`config.mk`:
```
export PLATFORM = sky130hd
export DESIGN_NAME = wb_ctrl
export DESIGN_NICKNAME = d
export VERILOG_FILES = /design/src/rtl/wb_ctrl_pkg.sv /design/src/rtl/wb_ctrl_load_align.sv /design/src/rtl/wb_ctrl.sv
export SDC_FILE = /design/constraint.sdc
export NUM_CORES = 1
export LEC_CHECK = 0
export BUFFER_PORTS_ARGS = -buffer_cell sky130_fd_sc_hd__buf_2
export CAP_MARGIN = 20
export CELL_PAD_IN_SITES_DETAIL_PLACEMENT = 1
export CELL_PAD_IN_SITES_GLOBAL_PLACEMENT = 1
export CORE_MARGIN = 5
export CORE_UTILIZATION = 36
export CTS_BUF_LIST = sky130_fd_sc_hd__clkbuf_4
export DETAILED_ROUTE_END_ITERATION = 8
export PLACE_DENSITY_LB_ADDON = 0.1
export SLEW_MARGIN = 40
export SYNTH_ARGS = -nofsm -noshare
export SYNTH_HDL_FRONTEND = slang
export SYNTH_HIERARCHICAL = 1
export SYNTH_SLANG_ARGS = --single-unit
```
`constraint.sdc`:
```
create_clock -name clk -period 14.3 [get_ports clk]
set_clock_uncertainty 0.15 [all_clocks]
set_input_delay 2.145 -clock clk [delete_from_list [all_inputs] [get_ports clk]]
set_output_delay 2.145 -clock clk [all_outputs]
set_load 0.05 [all_outputs]
```
`src/rtl/wb_ctrl_pkg.sv`:
```
// Shared definitions for the write-back stage: exception codes, memory op kinds
// and sizes, plus the WB occupancy state.
package wb_ctrl_pkg;

    typedef enum logic [3:0] {
        EXC_NONE,
        EXC_INT,
        EXC_ADEF,
        EXC_ALE,
        EXC_SYS,
        EXC_BRK,
        EXC_INE,
        EXC_PIL,
        EXC_PIS,
        EXC_PIF,
        EXC_PME,
        EXC_PPI,
        EXC_TLBR,
        EXC_ADEM
    } exception_t;

    typedef enum logic [1:0] {
        MEM_NOP,
        MEM_LOAD,
        MEM_LOADU,
        MEM_STORE
    } mem_type_t;

    typedef enum logic [1:0] {
        MEM_BYTE,
        MEM_HALF,
        MEM_WORD
    } mem_size_t;

    typedef enum logic [1:0] {
        WB_IDLE,
        WB_WAIT,
        WB_DONE
    } wb_state_t;

    function automatic logic is_load(input mem_type_t t);
        return (t == MEM_LOAD) || (t == MEM_LOADU);
    endfunction

endpackage

```
`src/rtl/wb_ctrl_load_align.sv`:
```
// Extracts the addressed byte/half from a load response word and extends it
// to 32 bits (sign or zero).
module load_align
    import wb_ctrl_pkg::*;
(
    input  logic [31:0] rdata_i,
    input  logic [1:0]  addr_i,
    input  mem_size_t   size_i,
    input  logic        unsigned_i,
    output logic [31:0] data_o
);

    logic [7:0]  byte_v;
    logic [15:0] half_v;

    always_comb begin
        byte_v = rdata_i[7:0];
        case (addr_i)
            2'd0: byte_v = rdata_i[7:0];
            2'd1: byte_v = rdata_i[15:8];
            2'd2: byte_v = rdata_i[23:16];
            2'd3: byte_v = rdata_i[31:24];
            default: byte_v = rdata_i[7:0];
        endcase
        half_v = addr_i[1] ? rdata_i[31:16] : rdata_i[15:0];
    end

    always_comb begin
        data_o = rdata_i;
        case (size_i)
            MEM_BYTE: data_o = {{24{~unsigned_i & byte_v[7]}}, byte_v};
            MEM_HALF: data_o = {{16{~unsigned_i & half_v[15]}}, half_v};
            default:  data_o = rdata_i;
        endcase
    end

endmodule

```
`src/rtl/wb_ctrl.sv`:
```
// Write-back stage: holds one instruction, waits for its memory response,
// drops responses belonging to flushed requests, and drives the RF write port.
module wb_ctrl
    import wb_ctrl_pkg::*;
#(
    parameter int unsigned DISCARD_W = 2
) (
    input  logic        clk,
    input  logic        reset,
    input  logic        flush,
    input  logic        mem_valid,
    input  logic        mem_ready,
    input  logic        mem_req_fire,
    input  logic [31:0] mem_pc,
    input  logic [31:0] mem_result,
    input  logic        mem_have_exception,
    input  exception_t  mem_exception_type,
    input  logic [4:0]  mem_dest,
    input  mem_type_t   mem_mem_type,
    input  mem_size_t   mem_mem_size,
    output logic        wb_allowin,
    input  logic        data_ok,
    input  logic [31:0] rdata,
    output logic        rf_we,
    output logic [4:0]  rf_waddr,
    output logic [31:0] rf_wdata,
    output logic        wb_valid,
    output logic [31:0] wb_pc,
    output logic        wb_forwardable,
    output logic [31:0] wb_fwd_data,
    output logic        wb_have_exception,
    output exception_t  wb_exception_type,
    output logic [31:0] wb_badv
);

    localparam int unsigned DISCARD_MAX = (2 ** DISCARD_W) - 1;
    localparam int unsigned SUM_W       = DISCARD_W + 2;

    wb_state_t state_q, state_d;
    logic [DISCARD_W-1:0] discard_q, discard_d;

    logic [31:0] pc_q;
    logic        have_exc_q;
    exception_t  exc_type_q;
    logic [31:0] result_q;
    logic [4:0]  dest_q;
    mem_type_t   mem_type_q;
    mem_size_t   mem_size_q;

    logic             stage_valid;
    logic             stage_wait;
    logic             resp_live;
    logic             consume;
    logic             wb_ready;
    logic             load_fire;
    logic [1:0]       discard_inc;
    logic             discard_dec;
    logic [SUM_W-1:0] discard_sum;
    logic [31:0]      load_data;

    assign stage_valid = (state_q != WB_IDLE);
    assign stage_wait  = (state_q == WB_WAIT);
    // A response only belongs to the current instruction once every stale one is drained.
    assign resp_live   = data_ok && (discard_q == '0);
    assign consume     = stage_wait && resp_live;
    assign wb_ready    = stage_valid && (!stage_wait || resp_live);
    assign wb_allowin  = !stage_valid || wb_ready;
    assign load_fire   = mem_valid && mem_ready && wb_allowin && !flush;

    always_ff @(posedge clk or negedge reset) begin
        if (!reset) begin
            state_q   <= WB_IDLE;
            discard_q <= '0;
        end else begin
            state_q   <= state_d;
            discard_q <= discard_d;
        end
    end

    always_comb begin
        state_d = state_q;
        if (flush) begin
            state_d = WB_IDLE;
        end else if (load_fire) begin
            state_d = ((mem_mem_type != MEM_NOP) && !mem_have_exception) ? WB_WAIT : WB_DONE;
        end else if (wb_ready) begin
            state_d = WB_IDLE;
        end
    end

    always_comb begin
        discard_inc = 2'd0;
        if (flush) begin
            discard_inc = 2'(stage_wait && !resp_live) + 2'(mem_req_fire);
        end
        discard_dec = data_ok && (discard_q != '0);
        discard_sum = SUM_W'(discard_q) + SUM_W'(discard_inc) - SUM_W'(discard_dec);
        if (discard_sum > SUM_W'(DISCARD_MAX)) begin
            discard_d = '1;
        end else begin
            discard_d = discard_sum[DISCARD_W-1:0];
        end
    end

    assert property (@(posedge clk) disable iff (!reset) discard_sum <= SUM_W'(DISCARD_MAX));

    always_ff @(posedge clk) begin
        if (load_fire) begin
            pc_q       <= mem_pc;
            have_exc_q <= mem_have_exception;
            exc_type_q <= mem_exception_type;
            result_q   <= mem_result;
            dest_q     <= mem_dest;
            mem_type_q <= mem_mem_type;
            mem_size_q <= mem_mem_size;
        end
    end

    load_align u_load_align (
        .rdata_i    (rdata),
        .addr_i     (result_q[1:0]),
        .size_i     (mem_size_q),
        .unsigned_i (mem_type_q == MEM_LOADU),
        .data_o     (load_data)
    );

    assign rf_we    = wb_ready && !have_exc_q && (dest_q != 5'd0) && (mem_type_q != MEM_STORE);
    assign rf_waddr = dest_q;
    assign rf_wdata = is_load(mem_type_q) ? load_data : result_q;

    assign wb_valid          = wb_ready;
    assign wb_pc             = pc_q;
    assign wb_have_exception = wb_ready && have_exc_q;
    assign wb_exception_type = exc_type_q;
    assign wb_badv           = result_q;

    assign wb_forwardable = stage_valid && !have_exc_q && ((mem_type_q == MEM_NOP) || consume);
    assign wb_fwd_data    = rf_wdata;

endmodule

```
==> results, run 1 <==
- CTS saw 82 sinks.
- TritonCTS built the clock tree.
- The number of gates resized after CTS was 0.
- The share of the clock period used by the worst path after layout is 43.57%.
- The type of element launching the critical path is an input port.
- The power density over cell area is 101.7 mW/mm^2.
- In this design, the stage delay of the slowest critical-path cell is 0.36 ns.
- The post-synthesis net count is 452.
- The clock slew seen by the registers of the worst setup and hold paths is 0.14 ns.
- For this configuration, the core starts out at a cell density of 36.63%.
- The transition time of the tightest slew-check pin is 0.7818 ns.
- The residual DRC count is 0.
- The mean area per synthesized cell is 13.44 um^2.
- The diode insertion count for antenna repair is 0.
- During synthesis, Yosys emitted a total of 6 warnings.
- The kind of path behind the tightest hold check is flip-flop to flip-flop.
- The final weighted congestion in routability-driven placement is 0.7810.
- The detailed-routed wire length on met2 is 7146 um.
- The final layout contains 672 nets.
- The overflow left after global routing is 0.
- In this run the worst path has a maximum fanout of 23.
- The initial antenna violation count is 1.
- After detailed routing, no signal wire sits above met5.
- The run finished with clean final reports.
- The floorplan die height is 120.3 um.
- The signal on the critical path passes through buf_2 > mux2_2 > a32oi_2 > buf_4 > o221ai_1 > mux2_2 > buf_2.
- The half-perimeter wire length of the detailed placement result is 11350 um.
- The routed layout has 3478 vias.
- At the worst endpoint, the arrival time is 3.94 ns.
- The routed length on met1 is 5420 um.
- Sorting the synthesized cells by area gives the leading types as edfxtp_1 (53%), mux2_2 (8.2%), buf_4 (5.7%).
- The number of nets with antenna violations after detailed routing is 0.
- The number of port buffers is 258.
- The number of distinct library cells after synthesis is 38.
- Headroom to the max-slew limit came out at 47.88%.
- The post-placement setup slack is 8.047 ns.
- Setup violations remaining at the end of the flow were counted as 0.
- The most common library cell in the layout ignoring fill and taps is buf_2.
- Hold repair after CTS inserted 0 buffers.
- The overall die area is 0.01448 mm^2.
- The tree is rooted in a clkbuf_4.
- The filler cells instantiated in the layout total 1369.
- The largest vdd supply drop is 0.00006178 V.
- The type of the setup path with the least slack is input port to primary output.
- The post-synthesis sequential element count is 82.
- The area of the mapped netlist is 0.004382 mm^2.
- The routed design could run at a clock period as short as 6.230 ns.
- In the global route stage, overall resource usage came out at 19.24%.
- The routed design has 14190 um of wire.
- The maximum count of clock buffers along a single path is 2.
- The smallest setup slack after layout is 8.070 ns.
- The share of final-layout standard cells stronger than drive strength 1 is 61.52%.
- The area growth from synthesis to layout is 28.95%.
- The per-cell routed wire length is 20.33 um.
- The clock latency reported for the late side of the worst-skew pair is 0.45 ns.
- The count of routing violations after the opening detailed-route iteration is 125.
- The die extent in x is 120.3 um.
- The final number of max-transition violations is 0.
- The nature of the critical path endpoint is a primary output.
- The total area inside the core boundary comes to 0.01196 mm^2.
- In the layout the commonest cells are buf_2 (258), edfxtp_1 (78), mux2_2 (32).
- After detailed routing, the number of vias per cell comes to 4.983.
- The floorplan has 40 rows.
- The number of buffers created by CTS is 9.
- The post-synthesis cell count is 326.
- The H-tree depth is 3.
- Once the clock tree was built, the setup fixing pass inserted 0 buffers.
- STA puts the critical path data required time at 12.01 ns.
- The critical path's slowest cell is buf_4.
- The top-level port count is 259.
- The share of the synthesized area in the top cell type is 53.46%.
- The post-synthesis cell type with the largest combined area is edfxtp_1.
- Based on the critical path, the design can be clocked at up to 0.1605 GHz.
- The detailed-routed wire length on met3 is 1306 um.
- Entering global routing, the biggest net connects 55 pins.
- The number of endpoints with negative hold slack in the final report is 0.
- The iteration count of the initial detailed-routing pass is 4.
- The via count of the first global-routing pass came to 3808.
- The wire length of the first global-routing pass is 21330 um.
- The setup TNS after final layout is 0 ns.
- The post-synthesis sequential area ratio is 55.74%.
- The leakage power is 2.475 nW.
- The number of maximum-capacitance violations is 0.
- Setup repair after global routing left no endpoint under its margin.
## worst max-delay path: cells and delay by family
kind | cells | cell delay, ns
AOI/OAI and AO/OA | 2 | 0.47
buffers and inverters | 3 | 0.71
muxes | 2 | 0.60
## through the flow
stage / util [%] / power (mW) / hold WS (ns) / cell area, um^2 / std cells
after floorplan: - / 0.4121 / 0.4476 / 4382 / 326
after global placement: 46.14 / 0.4478 / 0.4702 / 5519 / 682
after detailed placement: 46.14 / 0.4520 / 0.4799 / 5519 / 682
after CTS: 47.22 / 0.5848 / 0.5044 / 5648 / 698
after global routing: 47.24 / 0.6048 / 0.5311 / 5650 / 698
final: 47.24 / 0.5749 / 0.4976 / 5650 / 698
## area by class of cell
class / instances / area [um^2] / share of cell area, %
clock buffers: 9 / 67.56 / 1.196
clock inverters: 7 / 61.31 / 1.085
inverters: 10 / 40.04 / 0.7086
multi-input cells: 179 / 1519 / 26.88
flip-flops and latches: 82 / 2442 / 43.22
well taps: 147 / 183.9 / 3.255
repair buffers: 264 / 1336 / 23.65
## flip-flops by register name, summed over array words and instances, names as in the netlist, 2 cells and up
register,cells
state_q,2
rf_waddr,5
discard_q,2
mem_type_q,2
mem_size_q,2
wb_badv,32
wb_pc,32
wb_exception_type,4
## worst paths after layout
kind | slack, ns | cells past startpoint | to | start
hold / removal | 0.50 | 2 | state_q[0]$_DFFE_PN0P_ | state_q[0]$_DFFE_PN0P_
setup / recovery | 8.07 | 7 | wb_fwd_data[12] | rdata[31]
max in group asynchronous | 12.56 | 1 | discard_q[1]$_DFF_PN0_ | reset
setup reg to reg | 11.41 | 12 | discard_q[1]$_DFF_PN0_ | discard_q[0]$_DFF_PN0_
min in group asynchronous | 1.32 | 1 | discard_q[0]$_DFF_PN0_ | reset
hold reg to reg | 0.50 | 2 | state_q[0]$_DFFE_PN0P_ | state_q[0]$_DFFE_PN0P_
## per-layer routing
metal  vias up  GRT usage, %
li1       1628             -
met1      1667         22.22
met2       160         32.88
met3        21         6.782
met4         2         7.295
met5         -             0
## report_power, final
part | total (mW) | switching, mW | internal, mW
sequential | 0.279 | 0.00508 | 0.274
combinational | 0.166 | 0.116 | 0.0493
clock | 0.131 | 0.0922 | 0.0383
## cell usage after synthesis
library cell and instances:
edfxtp_1 78, nor2_1 9, clkbuf_1 6, nand2b_1 3
mux2_1 2, o221ai_1 8, nor2b_1 18, nand2_1 29
inv_4 1, nand3b_4 1, o21a_1 1, or2_2 1
or2_1 1, a2111oi_2 1, nor3b_2 1, o21ba_2 1
o21ai_0 1, mux2i_1 1, o22ai_1 7, nor3_1 4
a211oi_1 7, mux2_2 32, o211ai_2 10, o211ai_1 7
mux4_2 7, a32oi_2 1, or2_0 1, buf_2 10
nand3_1 1, dfrtp_1 4, nor4_4 1, ha_1 8
buf_6 6, buf_4 33, fa_1 1, or3_1 1
inv_1 9, a21oi_1 13
## kinds of logic after synthesis
group	Yosys count	share of synthesized area (%)
flops	82	55.74
simple gates	71	8.624
buf+inv	65	9.766
compound gates	57	10.57
mux	42	12.56
fa+ha+maj	9	2.741
Note: power is estimated with default switching activity, not from simulation.
==> run 2, diff against run 1 <==
--- a/config.mk
+++ b/config.mk
@@ -5,12 +5,13 @@
 export SDC_FILE = /design/constraint.sdc
 export NUM_CORES = 1
 export LEC_CHECK = 0
+export ABC_AREA = 1
 export BUFFER_PORTS_ARGS = -buffer_cell sky130_fd_sc_hd__buf_2
 export CAP_MARGIN = 20
 export CELL_PAD_IN_SITES_DETAIL_PLACEMENT = 1
 export CELL_PAD_IN_SITES_GLOBAL_PLACEMENT = 1
 export CORE_MARGIN = 5
-export CORE_UTILIZATION = 36
+export CORE_UTILIZATION = 30
 export CTS_BUF_LIST = sky130_fd_sc_hd__clkbuf_4
 export DETAILED_ROUTE_END_ITERATION = 8
 export PLACE_DENSITY_LB_ADDON = 0.1
==> constraint.sdc (replaced) <==
create_clock -name clk -period 5.2 [get_ports clk]
set_clock_uncertainty 0.15 [all_clocks]
set_input_delay 0.78 -clock clk [delete_from_list [all_inputs] [get_ports clk]]
set_output_delay 0.78 -clock clk [all_outputs]
set_load 0.05 [all_outputs]
==> run 2 against run 1 <==
  * Wire length is 3.2% higher
  * Largest cell class unchanged
  * Critical path type is now flip-flop to primary output
  * Clock power grew to 3.4 times the previous value
  * Synthesized area is 1.3% higher
==> results, run 2 <==
- Among all cell types in the netlist, the one instantiated most often is nand2_1.
- Compared with the post-synthesis result, the final layout area differs by 30.60%.
- The share of the synthesized area in the top cell type came to 52.79% (-0.66 points).
- The arrival time of data at the critical path endpoint is 2.74 ns (-1.20 ns).
- The clock latency reported for the late side of the worst-skew pair is 0.46 ns (about the same).
- The maximum count of clock buffers along a single path came to 2 (unchanged).
- Clock tree synthesis selected as its root buffer the cell clkbuf_4.
- The post-route total power is 1.682 mW (+190%).
- The count of routing violations after the opening detailed-route iteration came to 178 (+42%).
- The largest vdd supply drop came to 0.0001669 V (+170%).
- The async set or reset register ratio after synthesis came to 4.878% (unchanged).
- The fill cell instance count of the final layout came to 1726 (+26%).
- The total number of placement rows is 44 (+10%).
- The setup TNS after final layout is 0 ns (unchanged).
- The iteration count of the initial detailed-routing pass came to 4 (unchanged).
- The overflow left after global routing is 0 (unchanged).
- In the post-synthesis netlist, the biggest area contributors are edfxtp_1 (53%), mux2_4 (10%), nand2_1 (8.8%).
- The headroom to the max-slew limit came to 51.67% (+3.8 points).
- The post-synthesis sequential element count is 82 (unchanged).
- The wire length after detailed routing is 14640 um (+3.2%).
- The post-synthesis sequential area ratio is 55.05% (-0.69 points).
- The number of endpoints with negative hold slack in the final report is 0 (unchanged).
- The die extent in x is 131.6 um (+9.4%).
- Setup repair after global routing left no endpoint under its margin.
- The pin count of the biggest net entering global routing is 41 (-25%).
- The floorplan die height was 131.6 um (+9.4%).
- The shortest period the worst path allows is 3.668 ns.
- The overall die area was 0.01732 mm^2 (+20%).
- The half-perimeter wire length of the detailed placement result came to 11760 um (+3.6%).
- The number of buffers inserted by post-CTS setup repair is 0 (unchanged).
- The count of hold-fix buffers inserted at cts is 1 (+1).
- In the layout the commonest cells are buf_2 (258), nand2_1 (104), edfxtp_1 (78).
- The number of buffers created by CTS was 9 (unchanged).
- The number of warning messages in the yosys log is 6 (unchanged).
- The area of the mapped netlist is 0.004437 mm^2 (+1.3%).
- The share of final-layout standard cells stronger than drive strength 1 is 56.18% (-5.3 points).
- The share of the clock period used by the worst path after layout is 70.55%.
- The total number of vias is 3552 (+2.1%).
- The number of nets at the end of the flow is 728 (+8.3%).
- The leakage power was 2.880 nW (+16%).
- The number of maximum-capacitance violations is 0 (unchanged).
- The post-synthesis net count is 501 (+11%).
- The clock slew seen by the registers of the worst setup and hold paths is 0.15 ns (about the same).
- The maximum fanout encountered on the critical timing path was 24 (+4.3%).
- The top-level port count came to 259 (unchanged).
- The power density over cell area is 290.2 mW/mm^2 (+190%).
- In the synthesized netlist, the cells that appear most often are nand2_1 (104), edfxtp_1 (78), buf_4 (35).
- The residual DRC count came to 0 (unchanged).
- The nature of the critical path endpoint is a primary output.
- The number of enable flip-flop cells after synthesis is 78 (unchanged).
- The CTS tree is built.
- For this run, the top clock speed supported by timing is 0.2726 GHz.
- The type of element launching the critical path is a flip-flop.
- The number of port buffers came to 258 (unchanged).
- The via count of the first global-routing pass is 3967 (+4.2%).
- The post-placement setup slack came to 1.730 ns (-6.316 ns).
- The aggregate global-route resource usage is 16.63% (-2.6 points).
- The initial antenna violation count is 1 (unchanged).
- The final number of max-transition violations came to 0 (unchanged).
- The number of distinct library cells after synthesis came to 28 (-26%).
- The number of nets with antenna violations after detailed routing is 0 (unchanged).
- The placed standard-cell area was 0.005594 mm^2 (+1.4%).
- The placeable core region is 0.01453 mm^2 (+22%).
- The wire length of the first global-routing pass is 22630 um (+6.1%).
- The run finished with clean final reports.
- The final weighted congestion in routability-driven placement came to 0.8138 (+4.2%).
- The total of endpoints with negative setup slack in the final report is 0 (unchanged).
- The post-synthesis cell type with the largest combined area is edfxtp_1.
- The worst hold path depth is 1 (-1).
- The post-route cell area is 0.005794 mm^2 (+2.5%).
- The number of sinks on the clock net is 82 (unchanged).
- The transition time of the tightest slew-check pin is 0.7241 ns (-0.05770 ns).
- The kind of path behind the tightest hold check is input port to flip-flop.
- The post-cts repair resize count is 0 (unchanged).
- The average vias per placed instance is 4.485 (-10%).
- The per-cell routed wire length is 18.49 um (-9.1%).
- The worst setup path is of the flip-flop to primary output kind.
- The post-synthesis cell count was 375 (+15%).
- The mean area per synthesized cell is 11.83 um^2 (-12%).
- The smallest setup slack after layout came to 1.532 ns (-6.538 ns).
- The most common library cell in the layout ignoring fill and taps is buf_2.
- The logic depth of the worst register-to-register path is 12 (unchanged).
- The starting density of the core is 30.53% (-6.1 points).
- The H-tree depth came to 3 (unchanged).
- For this run, the leading register cell type out of synthesis is edfxtp_1.
- The worst endpoint required time came to 4.27 ns (-7.74 ns).
==> run 2: cell count changes after synthesis, moves of 8 or more <==
| cell | previous run | this run |
|---|---|---|
| nand2_1 | 29 | 104 |
| nor2b_1 | 18 | 0 |
| o211ai_2 | 10 | 0 |
| buf_2 | 10 | 2 |
| nand3_1 | 1 | 30 |
| mux2_4 | 0 | 30 |
| o221ai_1 | 8 | 0 |
| nand3_2 | 0 | 21 |
| a21oi_1 | 13 | 1 |
| mux2_2 | 32 | 2 |
| inv_1 | 9 | 20 |
==> run 2: report_power, final <==
| group | internal, mW | switching, mW |
|---|---|---|
| combinational | 0.141 | 0.328 |
| clock | 0.202 | 0.245 |
| sequential | 0.753 | 0.0129 |
==> run 2: through the flow <==
stage | hold slack [ns] | instances | utilization, %
2_1_floorplan | 0.3344 | 375 | -
3_3_place_gp | 0.4129 | 772 | 38.42
3_5_place_dp | 0.4125 | 772 | 38.49
4_1_cts | 0.2854 | 789 | 39.70
5_1_grt | 0.2830 | 792 | 39.87
6_report | 0.3324 | 792 | 39.87
==> run 2: final timing paths <==
kind,slack (ns),startpoint,to
setup / recovery,1.53,wb_badv[1]$_DFFE_PN_,rf_wdata[31]
hold / removal,0.33,mem_result[2],wb_badv[2]$_DFFE_PN_
setup reg to reg,2.58,discard_q[0]$_DFF_PN0_,discard_q[1]$_DFF_PN0_
hold reg to reg,0.42,state_q[1]$_DFFE_PN0P_,state_q[0]$_DFFE_PN0P_
max in group asynchronous,4.27,reset,discard_q[0]$_DFF_PN0_
min in group asynchronous,0.48,reset,state_q[0]$_DFFE_PN0P_
==> run 2: routing by layer <==
layer	wire [um]	track usage [%]
met1	5884	19.53
met2	7114	28.05
met3	1470	6.957
met4	175	4.514
met5	0	0
==> run 2: critical path: stages (launching register included) <==
cell	delay, ns
edfxtp_1	0.55
buf_6	0.22
inv_2	0.15
nand2_1	0.09
nand2_2	0.09
nand2_1	0.07
nand2_2	0.09
nand3_4	0.33
nand3_2	0.21
mux2_2	0.22
buf_2	0.27
==> run 2: area by class of cell <==
type	count	area, um^2	area share, %
timing repair buffer	262	1331	22.98
tap	184	230.2	3.973
inverter	22	83.83	1.447
clock inverter	6	90.09	1.555
multi-input combinational	225	1539	26.56
antenna	1	2.502	0.04319
clock buffer	10	75.07	1.296
sequential	82	2442	42.15
==> run 2: cell families after synthesis <==
family                   Yosys count  share of synthesized area (%)
flip-flops                        82                          55.05
XOR/XNOR                           1                         0.1974
adder cells (fa/ha/maj)            9                          2.707
buffers and inverters             68                          10.55
AO/OA/AOI/OAI                      4                         0.5355
AND/OR/NAND/NOR                  179                          20.30
multiplexers                      32                          10.66
==> run 3, diff against run 2 <==
--- a/config.mk
+++ b/config.mk
@@ -11,7 +11,7 @@
 export CELL_PAD_IN_SITES_DETAIL_PLACEMENT = 1
 export CELL_PAD_IN_SITES_GLOBAL_PLACEMENT = 1
 export CORE_MARGIN = 5
-export CORE_UTILIZATION = 30
+export CORE_UTILIZATION = 33
 export CTS_BUF_LIST = sky130_fd_sc_hd__clkbuf_4
 export DETAILED_ROUTE_END_ITERATION = 8
 export PLACE_DENSITY_LB_ADDON = 0.1
==> constraint.sdc (replaced) <==
create_clock -name clk -period 3.5 [get_ports clk]
set_clock_uncertainty 0.15 [all_clocks]
set_input_delay 0.525 -clock clk [delete_from_list [all_inputs] [get_ports clk]]
set_output_delay 0.525 -clock clk [all_outputs]
set_load 0.05 [all_outputs]
==> run 3 against run 2 <==
  * Register-to-register slack worse by 1.7 ns
  * Highest routed layer unchanged
  * Cell count is 0.63% lower
  * Critical path depth is 1 lower
  * Combinational power is 50% higher
==> results, run 3 (synthesis results as in run 2) <==
- The buffer type at the clock tree root is clkbuf_4.
- The count of placed standard cells including taps is 768 (-0.52%).
- The number of nets with antenna violations after detailed routing is 0 (unchanged).
- The path class of the tightest hold or removal check is input port to flip-flop.
- The type of the setup path with the least slack is flip-flop to primary output.
- The total number of placement rows is 42 (-4.5%).
- The worst endpoint required time is 2.82 ns (-1.45 ns).
- The count of routing violations after the opening detailed-route iteration came to 115 (-35%).
- The number of buffers created by CTS came to 9 (unchanged).
- The share of final-layout standard cells stronger than drive strength 1 came to 56.56% (+0.38 points).
- The number of sinks on the clock net is 82 (unchanged).
- Relative to the synthesized area, the layout overhead comes to 30.88%.
- The top-level port count is 259 (unchanged).
- TritonCTS built the clock tree.
- The maximum fanout encountered on the critical timing path is 12 (-50%).
- The run finished with clean final reports.
- The iteration count of the initial detailed-routing pass is 4 (unchanged).
- The largest vdd supply drop was 0.0002512 V (+51%).
- The pin count of the biggest net entering global routing is 38 (-7.3%).
- The clock slew seen by the registers of the worst setup and hold paths is 0.16 ns (about the same).
- The global-route met2 utilization came to 30.58% (+2.5 points).
- The library cells used most frequently in the layout, excluding fill and tap cells, are buf_2 (258), nand2_1 (104), edfxtp_1 (78).
- The leakage power is 2.888 nW (+0.26%).
- The wire length of the first global-routing pass is 21960 um (-3.0%).
- The total of endpoints with negative setup slack in the final report is 0 (unchanged).
- The overflow left after global routing is 0 (unchanged).
- The power share of the combinational group is 29.4% (+1.5 points).
- The placeable core region is 0.01319 mm^2 (-9.2%).
- The starting density of the core came to 33.64% (+3.1 points).
- The switching power of the nets came to 0.9044 mW (+54%).
- The internal power is 1.498 mW (+37%).
- The number of nets at the end of the flow was 731 (+0.41%).
- The floorplan die height is 126.0 um (-4.3%).
- The clock latency reported for the late side of the worst-skew pair was 0.44 ns (-0.02 ns).
- The aggregate global-route resource usage is 17.87% (+1.2 points).
- The number of endpoints with negative hold slack in the final report is 0 (unchanged).
- The H-tree depth came to 3 (unchanged).
- The most heavily used metal layer in global routing is met2.
- The fmax is 0.3065 GHz.
- The total number of vias is 3577 (+0.70%).
- The type of element launching the critical path is a flip-flop.
- The half-perimeter wire length of the detailed placement result came to 11590 um (-1.4%).
- The share of the clock period used by the worst path after layout is 93.21%.
- The maximum count of clock buffers along a single path was 2 (unchanged).
- The most common library cell in the layout ignoring fill and taps is buf_2.
- The die extent in x came to 126.0 um (-4.3%).
- The headroom to the max-slew limit is 52.04% (+0.36 points).
- The count of non-filler cells in the finished layout was 787 (-0.63%).
- The via count of the first global-routing pass is 3987 (+0.50%).
- The shortest period the worst path allows is 3.262 ns.
- The post-route total power is 2.402 mW (+43%).
- The residual DRC count was 0 (unchanged).
- The clock network power share was 23.3% (-3.3 points).
- The average vias per placed instance is 4.545 (+1.3%).
- The per-cell routed wire length is 18.42 um (-0.40%).
- The number of port buffers is 258 (unchanged).
- The global-route track usage on met3 is 7.536% (+0.58 points).
- The arrival time of data at the critical path endpoint was 2.59 ns (-0.15 ns).
- The wire length after detailed routing is 14490 um (-1.0%).
- The power density over cell area is 413.7 mW/mm^2 (+43%).
- The sequential fraction of design power came to 47.3% (+1.8 points).
- The overall die area is 0.01586 mm^2 (-8.4%).
- The final weighted congestion in routability-driven placement was 0.8513 (+4.6%).
- The met1 track utilization from global routing was 20.55% (+1.0 points).
- The number of buffers inserted by post-CTS setup repair was 0 (unchanged).
- Setup repair after global routing left no endpoint under its margin.
- The initial antenna violation count is 1 (unchanged).
- The number of maximum-capacitance violations is 0 (unchanged).
- The fill cell instance count of the final layout is 1558 (-9.7%).
- The fraction of power spent switching nets is 37.65% (+2.8 points).
- The setup TNS after final layout was 0 ns (unchanged).
- The transition time of the tightest slew-check pin is 0.7186 ns (-0.005461 ns).
- The nature of the critical path endpoint is a primary output.
- The final number of max-transition violations was 0 (unchanged).
run 3: power groups by stage:
stage	Sequential [mW]	Clock, mW	Combinational, mW
after floorplan	1.24	0	0.466
after global placement	1.16	0	0.697
after detailed placement	1.16	0	0.710
after CTS	1.14	0.592	0.713
after global routing	1.14	0.642	0.757
final	1.14	0.561	0.706
run 3: cell type report:
class / count / area (um^2) / share of cell area, %
multi-input cells: 226 / 1554 / 26.76
flip-flops and latches: 82 / 2442 / 42.06
repair buffers: 264 / 1364 / 23.49
diodes: 1 / 2.502 / 0.04309
well taps: 176 / 220.2 / 3.792
clock buffers: 9 / 67.56 / 1.164
inverters: 22 / 83.83 / 1.444
clock inverters: 7 / 72.57 / 1.250
run 3: path summary, 6_finish.rpt:
path	from	to	slack [ns]	depth (start not counted)
setup / recovery	wb_badv[1]$_DFFE_PN_	rf_wdata[15]	0.24	9
hold / removal	mem_pc[13]	wb_pc[13]$_DFFE_PN_	0.08	1
setup reg to reg	discard_q[0]$_DFF_PN0_	discard_q[0]$_DFF_PN0_	0.88	12
hold reg to reg	state_q[1]$_DFFE_PN0P_	state_q[0]$_DFFE_PN0P_	0.43	3
max in group asynchronous	reset	state_q[1]$_DFFE_PN0P_	2.82	2
min in group asynchronous	reset	state_q[0]$_DFFE_PN0P_	0.24	2
run 3: metrics by stage:
step           setup slack, ns  hold WS, ns  util (%)  cell area, um^2
2_1_floorplan           0.4295      0.07941         -             4437
3_3_place_gp            0.6600       0.1958     42.68             5629
3_5_place_dp            0.6110       0.2033     42.68             5629
4_1_cts                0.04933      0.02336     43.82             5779
5_1_grt                0.04006     0.006705     44.02             5807
6_report                0.2378      0.07898     44.02             5807
run 3: repair_timing:
item,in CTS,in global routing
endpoints found under the hold margin,4,0
endpoints found under the setup margin,0,34
resized for setup,0,2
hold buffers,1,0
run 3: critical path, cell delays in order, from the launching register on:
cell and delay, ns:
edfxtp_1 0.60, inv_2 0.24, nand2_1 0.09, nand2_2 0.11, nand2_1 0.08, nand2_2 0.15, nand3_4 0.24, nand3_1 0.20
mux2_4 0.17, buf_2 0.25
run 3: layer usage:
layer	vias up	routed length (um)
met5	-	0
met2	158	7319
li1	1713	-
met4	0	157
met3	9	1369
met1	1697	5646
